===== config.mk =====
export PLATFORM = sky130hd
export DESIGN_NAME = alu_serial_ctrl
export DESIGN_NICKNAME = d
export VERILOG_FILES = /design/src/rtl/alu_defs_pkg.sv /design/src/rtl/alu_1bit_serial.sv /design/src/rtl/alu_serial_ctrl.sv
export SDC_FILE = /design/constraint.sdc
export NUM_CORES = 1
export LEC_CHECK = 0
export ABC_AREA = 0
export CORE_MARGIN = 5
export CORE_UTILIZATION = 48
export DETAILED_ROUTE_END_ITERATION = 10
export GPL_TIMING_DRIVEN = 1
export PLACE_DENSITY = 0.86
export SLEW_MARGIN = 20
export SYNTH_ARGS = -nofsm -noshare
export SYNTH_HDL_FRONTEND = slang
export SYNTH_SLANG_ARGS = --single-unit

===== constraint.sdc =====
create_clock -name clk -period 4.4 [get_ports clk]
set_input_delay 0.66 -clock clk [delete_from_list [all_inputs] [get_ports clk]]
set_output_delay 0.66 -clock clk [all_outputs]
set_load 0.02 [all_outputs]

===== src/rtl/alu_defs_pkg.sv =====
// Shared op-code and FSM state encodings for the bit-serial ALU and its 1-bit slice.
package alu_defs;

  localparam logic [2:0] OP_AND = 3'b000;
  localparam logic [2:0] OP_OR  = 3'b001;
  localparam logic [2:0] OP_ADD = 3'b010;
  localparam logic [2:0] OP_SUB = 3'b110;
  localparam logic [2:0] OP_SLT = 3'b111;

  localparam logic [1:0] ST_IDLE  = 2'd0;
  localparam logic [1:0] ST_SHIFT = 2'd1;
  localparam logic [1:0] ST_DONE  = 2'd2;

endpackage


===== src/rtl/alu_1bit_serial.sv =====
// One ALU bit-slice: AND/OR/full-add with b inverted for SUB/SLT (op[2]).
module alu_1bit_serial
  import alu_defs::*;
(
  input  logic       a,
  input  logic       b,
  input  logic       c_in,
  input  logic [2:0] op,
  output logic       r,
  output logic       c_out,
  output logic       set
);

  logic b_eff;
  logic sum;

  assign b_eff = b ^ op[2];
  assign sum   = a ^ b_eff ^ c_in;
  assign c_out = (a & b_eff) | (a & c_in) | (b_eff & c_in);
  assign set   = sum;

  // SLT places its result from the controller, so the slice itself emits 0.
  always_comb begin
    r = 1'b0;
    case (op)
      OP_AND:         r = a & b;
      OP_OR:          r = a | b;
      OP_ADD, OP_SUB: r = sum;
      default:        r = 1'b0;
    endcase
  end

endmodule


===== src/rtl/alu_serial_ctrl.sv =====
// Bit-serial ALU controller: one bit per clock through a single slice, LSB first.
// Result and flags update only on the edge entering DONE; done pulses for one cycle.
module alu_serial_ctrl
  import alu_defs::*;
#(
  parameter int WIDTH = 32
) (
  input  logic             clk,
  input  logic             reset,
  input  logic             start,
  input  logic [2:0]       op,
  input  logic [WIDTH-1:0] a,
  input  logic [WIDTH-1:0] b,
  output logic [WIDTH-1:0] r,
  output logic             zero,
  output logic             c_out,
  output logic             overflow,
  output logic             busy,
  output logic             done
);

  localparam int IW = (WIDTH > 1) ? $clog2(WIDTH) : 1;
  localparam logic [IW-1:0] LAST = IW'(WIDTH - 1);

  logic [1:0]       state;
  logic [WIDTH-1:0] a_q;
  logic [WIDTH-1:0] b_q;
  logic [2:0]       op_q;
  logic [IW-1:0]    idx;
  logic             carry;
  logic [WIDTH-1:0] sh;

  logic             bit_r;
  logic             bit_cout;
  logic             bit_set;

  logic [WIDTH-1:0] res_full;
  logic             slt_set;
  logic [WIDTH-1:0] nxt_r;
  logic             nxt_zero;
  logic             nxt_c;
  logic             nxt_ov;

  alu_1bit_serial u_slice (
    .a     (a_q[idx]),
    .b     (b_q[idx]),
    .c_in  (carry),
    .op    (op_q),
    .r     (bit_r),
    .c_out (bit_cout),
    .set   (bit_set)
  );

  // On the last edge the MSB has not yet landed in sh, so splice it in from the slice.
  always_comb begin
    res_full            = sh;
    res_full[WIDTH-1]   = bit_r;
  end

  assign slt_set = bit_set ^ (carry ^ bit_cout);

  always_comb begin
    nxt_r  = '0;
    nxt_c  = 1'b0;
    nxt_ov = 1'b0;
    case (op_q)
      OP_AND, OP_OR: nxt_r = res_full;
      OP_ADD, OP_SUB: begin
        nxt_r  = res_full;
        nxt_c  = bit_cout;
        nxt_ov = carry ^ bit_cout;
      end
      OP_SLT:  nxt_r = {{(WIDTH-1){1'b0}}, slt_set};
      default: nxt_r = '0;
    endcase
  end

  assign nxt_zero = (nxt_r == '0);

  always_ff @(posedge clk or posedge reset) begin
    if (reset) begin
      state    <= ST_IDLE;
      a_q      <= '0;
      b_q      <= '0;
      op_q     <= '0;
      idx      <= '0;
      carry    <= 1'b0;
      sh       <= '0;
      r        <= '0;
      zero     <= 1'b0;
      c_out    <= 1'b0;
      overflow <= 1'b0;
    end else begin
      case (state)
        ST_IDLE: begin
          if (start) begin
            a_q   <= a;
            b_q   <= b;
            op_q  <= op;
            idx   <= '0;
            carry <= op[2];
            sh    <= '0;
            state <= ST_SHIFT;
          end
        end
        ST_SHIFT: begin
          sh[idx] <= bit_r;
          carry   <= bit_cout;
          if (idx == LAST) begin
            idx      <= '0;
            r        <= nxt_r;
            zero     <= nxt_zero;
            c_out    <= nxt_c;
            overflow <= nxt_ov;
            state    <= ST_DONE;
          end else begin
            idx <= idx + 1'b1;
          end
        end
        ST_DONE: state <= ST_IDLE;
        default: state <= ST_IDLE;
      endcase
    end
  end

  assign busy = (state == ST_SHIFT);
  assign done = (state == ST_DONE);

endmodule

==> key figures <==
Outcome
  • Status: completed

Place
  • # port buffers: approximately 110
  • RePlAce Congestion: 0.816
  • Dpl ws: roughly 0.53 ns
  • HPWL after DPL: ~11000 um

CTS
  • TritonCTS clock tree: yes
  • Worst-Skew Late Latency: between 0.4 and 0.5 ns
  • CTS root buf: clkbuf_16
  • H-tree Lvls: 4
  • Clock slew at reported path FFs: ~0.060 ns
  • Hold buffer count at cts: 0
  • Cts repair resizes: 0
  • Num CTS Buffers: 17
  • Longest Clk Path Bufs: 2
  • Clock sink count: around 140
  • Postcts setup bufs: 0

Pwr
  • Sw frac: 0.374
  • Max IR drop VDD: roughly 0.00034 V
  • PD cells: between 700 and 800 nW/um^2
  • Sw Pwr: ~2200 uW
  • Pint: between 3000 and 4000 uW
  • Flop pwr share: 0.391
  • Part of the power in combinational logic: 0.366
  • P_leak: around 0.0036 uW
  • Clock Power Share: 0.243

Die
  • Die Area: roughly 15000 um^2
  • # rows: 41
  • Starting Density: 0.493
  • # IOs: between 100 and 150
  • Core Area: between 10000 and 15000 um^2
  • Die Wd: roughly 120 um
  • Die extent in y: around 120 um

Finish
  • Nets: 820
  • Register area: around 3500 um^2
  • Share of cells above drive strength 1: 0.0675
  • Fillers: between 1000 and 1500
  • Commonest non-fill, non-tap cell in the layout: nand2_1
  • Diodes inserted: 0
  • Area Growth Syn to Fin: 28.0%
  • Area of the multi-input gates: roughly 2500 um^2
  • Commonest cells after routing, fill and taps aside: nand2_1 (249), dfrtp_1 (141), clkdlybuf4s50_1 (106), o21ai_0 (36)

Setup path
  • Worst path required time: around 4.7 ns
  • Setup CP Type: reg2reg
  • CP Max Fanout: 33
  • Crit. End Element: flop
  • Setup crit start kind: flop
  • Worst EP arrival: around 4.3 ns

Yosys
  • Synth Cell Area: roughly 6300 um^2
  • Top FF cell, synth: dfrtp_1
  • Number of synthesized register bits: roughly 140
  • Ys async rst share: 1.00
  • Synth warn: 0
  • Syn_nets: roughly 730
  • Post-synth EDFFs: 0
  • Netlist cell types: 45
  • Cells after Synth: ~650
  • Fraction of the yosys area taken by sequential cells: 0.562
  • Avg Synthesized Cell Area: about 9.6 um^2

Route
  • First DRT Iteration DRCs: slightly above 400
  • TritonRoute pass-1 iters: 5
  • Vias/cell: between 5 and 6
  • Wirelength, routed: between 15000 and 20000 um
  • DR DRC count: 0
  • DR vias: between 5000 and 6000
  • Routed length per instance: 16.4 um
  • Final ANT Viol Nets: 0

Timing
  • Slew Limit Fails: 0
  • RSZ-0062 raised after global routing: no
  • Final Cycle Share: 0.901
  • Final period demand of the worst path: between 3 and 4 ns
  • Final Hold Fails: 0
  • Worst setup margin: between 0.4 and 0.5 ns
  • Layout Skew: ~0.01 ns
  • Normalized max-slew margin: 0.320
  • Max Freq: roughly 250 MHz
  • Actual slew at the worst max-slew pin: around 1.0 ns
  • # setup viols final: 0
  • Setup TNS: 0 ns

Worst hold path
  • HP Class: reg2reg

GRT
  • GRT overflow: 0
  • Initial antenna violation count: 0
  • Number of global-route vias before repair: ~5300
  • Pin count of the biggest net entering global routing: 74
  • First-pass GRT wire length: between 20000 and 30000 um
  • Tot GR Track Use: 0.206

Flow run
  • Maximum capacitance violations: 0
[per-layer routing]
layer | vias to the layer above | part of all wire | wire, um | global-route usage
li1 | 2387 | - | - | -
met1 | 2422 | 0.41 | 6230 | 0.252
met2 | 218 | 0.50 | 7570 | 0.346
met3 | 31 | 0.073 | 1100 | 0.0635
met4 | 0 | 0.021 | 323 | 0.0729
met5 | - | 0 | 0 | 0
[logic make-up (layout without fill, tap and decap cells)]
family | count (synthesis) | after routing | share of synthesized area
AO/OA/AOI/OAI | 95 | 95 | 0.106
XOR/XNOR | 3 | 3 | 0.00419
adder cells (fa/ha/maj) | 7 | 7 | 0.0163
buffers and inverters | 50 | 152 | 0.0345
flip-flops | 141 | 141 | 0.562
multiplexers | 25 | 25 | 0.0550
AND/OR/NAND/NOR | 333 | 333 | 0.222
[state kept, by name, indices dropped and copies added, names as in the netlist]
signal and count:
zero 1, overflow 1, c_out 1, state 2
r 32, b_q 32, op_q 3, a_q 32
sh 31, carry 1, idx 5
[path summary, 6_finish.rpt]
kind	from	slack, ns	to	cells after the start
max	idx[1]	0.44	sh[14]	10
min	b_q[0]	0.48	b_q[0]	2
max reg2reg	idx[1]	0.44	sh[14]	10
min reg2reg	b_q[0]	0.48	b_q[0]	2
max in group asynchronous	reset	2.80	sh[22]	3
min in group asynchronous	reset	0.75	overflow	2
[power groups by stage]
stage	sequential [uW]	combinational (uW)	clock (uW)
after global routing	2370	2390	1510
after detailed placement	2300	2120	0
final	2300	2150	1430
after global placement	2270	2010	0
after CTS	2290	2150	1440
after floorplan	2190	1530	0
[stage by stage]
step | cell area, um^2 | total power, uW | std cells | utilization | hold slack [ns]
floorplan | 6280 | 3720 | 654 | - | 0.440
global placement | 7430 | 4270 | 896 | 0.584 | 0.453
detailed placement | 7440 | 4420 | 896 | 0.585 | 0.462
CTS | 8030 | 5890 | 928 | 0.631 | 0.477
global route | 8030 | 6270 | 928 | 0.631 | 0.495
finish | 8030 | 5880 | 928 | 0.631 | 0.476
[final cells by class]
cell class,instances,share of cell area
well taps,172,0.0268
flip-flops and latches,141,0.439
multi-input cells,463,0.316
repair buffers,113,0.140
clock buffers,28,0.0643
inverters,7,0.00374
clock inverters,4,0.00950
[worst max-delay path, cell delays in order (launching register included)]
cell and delay (ns):
dfrtp_1 0.86, buf_4 0.37, mux2_2 0.37, a221oi_1 0.33
o21ai_0 0.20, a211oi_2 0.26, inv_1 0.14, fa_1 0.47
a222oi_1 0.33, buf_4 0.35, o21ai_0 0.15
[cells in the mapped netlist, types with 4 or more instances]
| library cell | count | area share |
|---|---|---|
| nor2b_1 | 5 | 0.0050 |
| inv_1 | 7 | 0.0042 |
| dfrtp_1 | 141 | 0.56 |
| o22ai_1 | 4 | 0.0040 |
| mux2i_1 | 12 | 0.019 |
| clkbuf_1 | 31 | 0.019 |
| a22o_1 | 32 | 0.045 |
| nor4_1 | 7 | 0.0070 |
| mux2_2 | 6 | 0.011 |
| buf_1 | 4 | 0.0024 |
| ha_1 | 5 | 0.010 |
| o21ai_0 | 36 | 0.029 |
| nand3_1 | 32 | 0.026 |
| nor2_1 | 11 | 0.0066 |
| nand2_1 | 250 | 0.15 |
| mux4_2 | 7 | 0.025 |
| nand2b_1 | 6 | 0.0060 |
| and2_1 | 9 | 0.0090 |
Note: power is estimated with default switching activity, not from simulation.
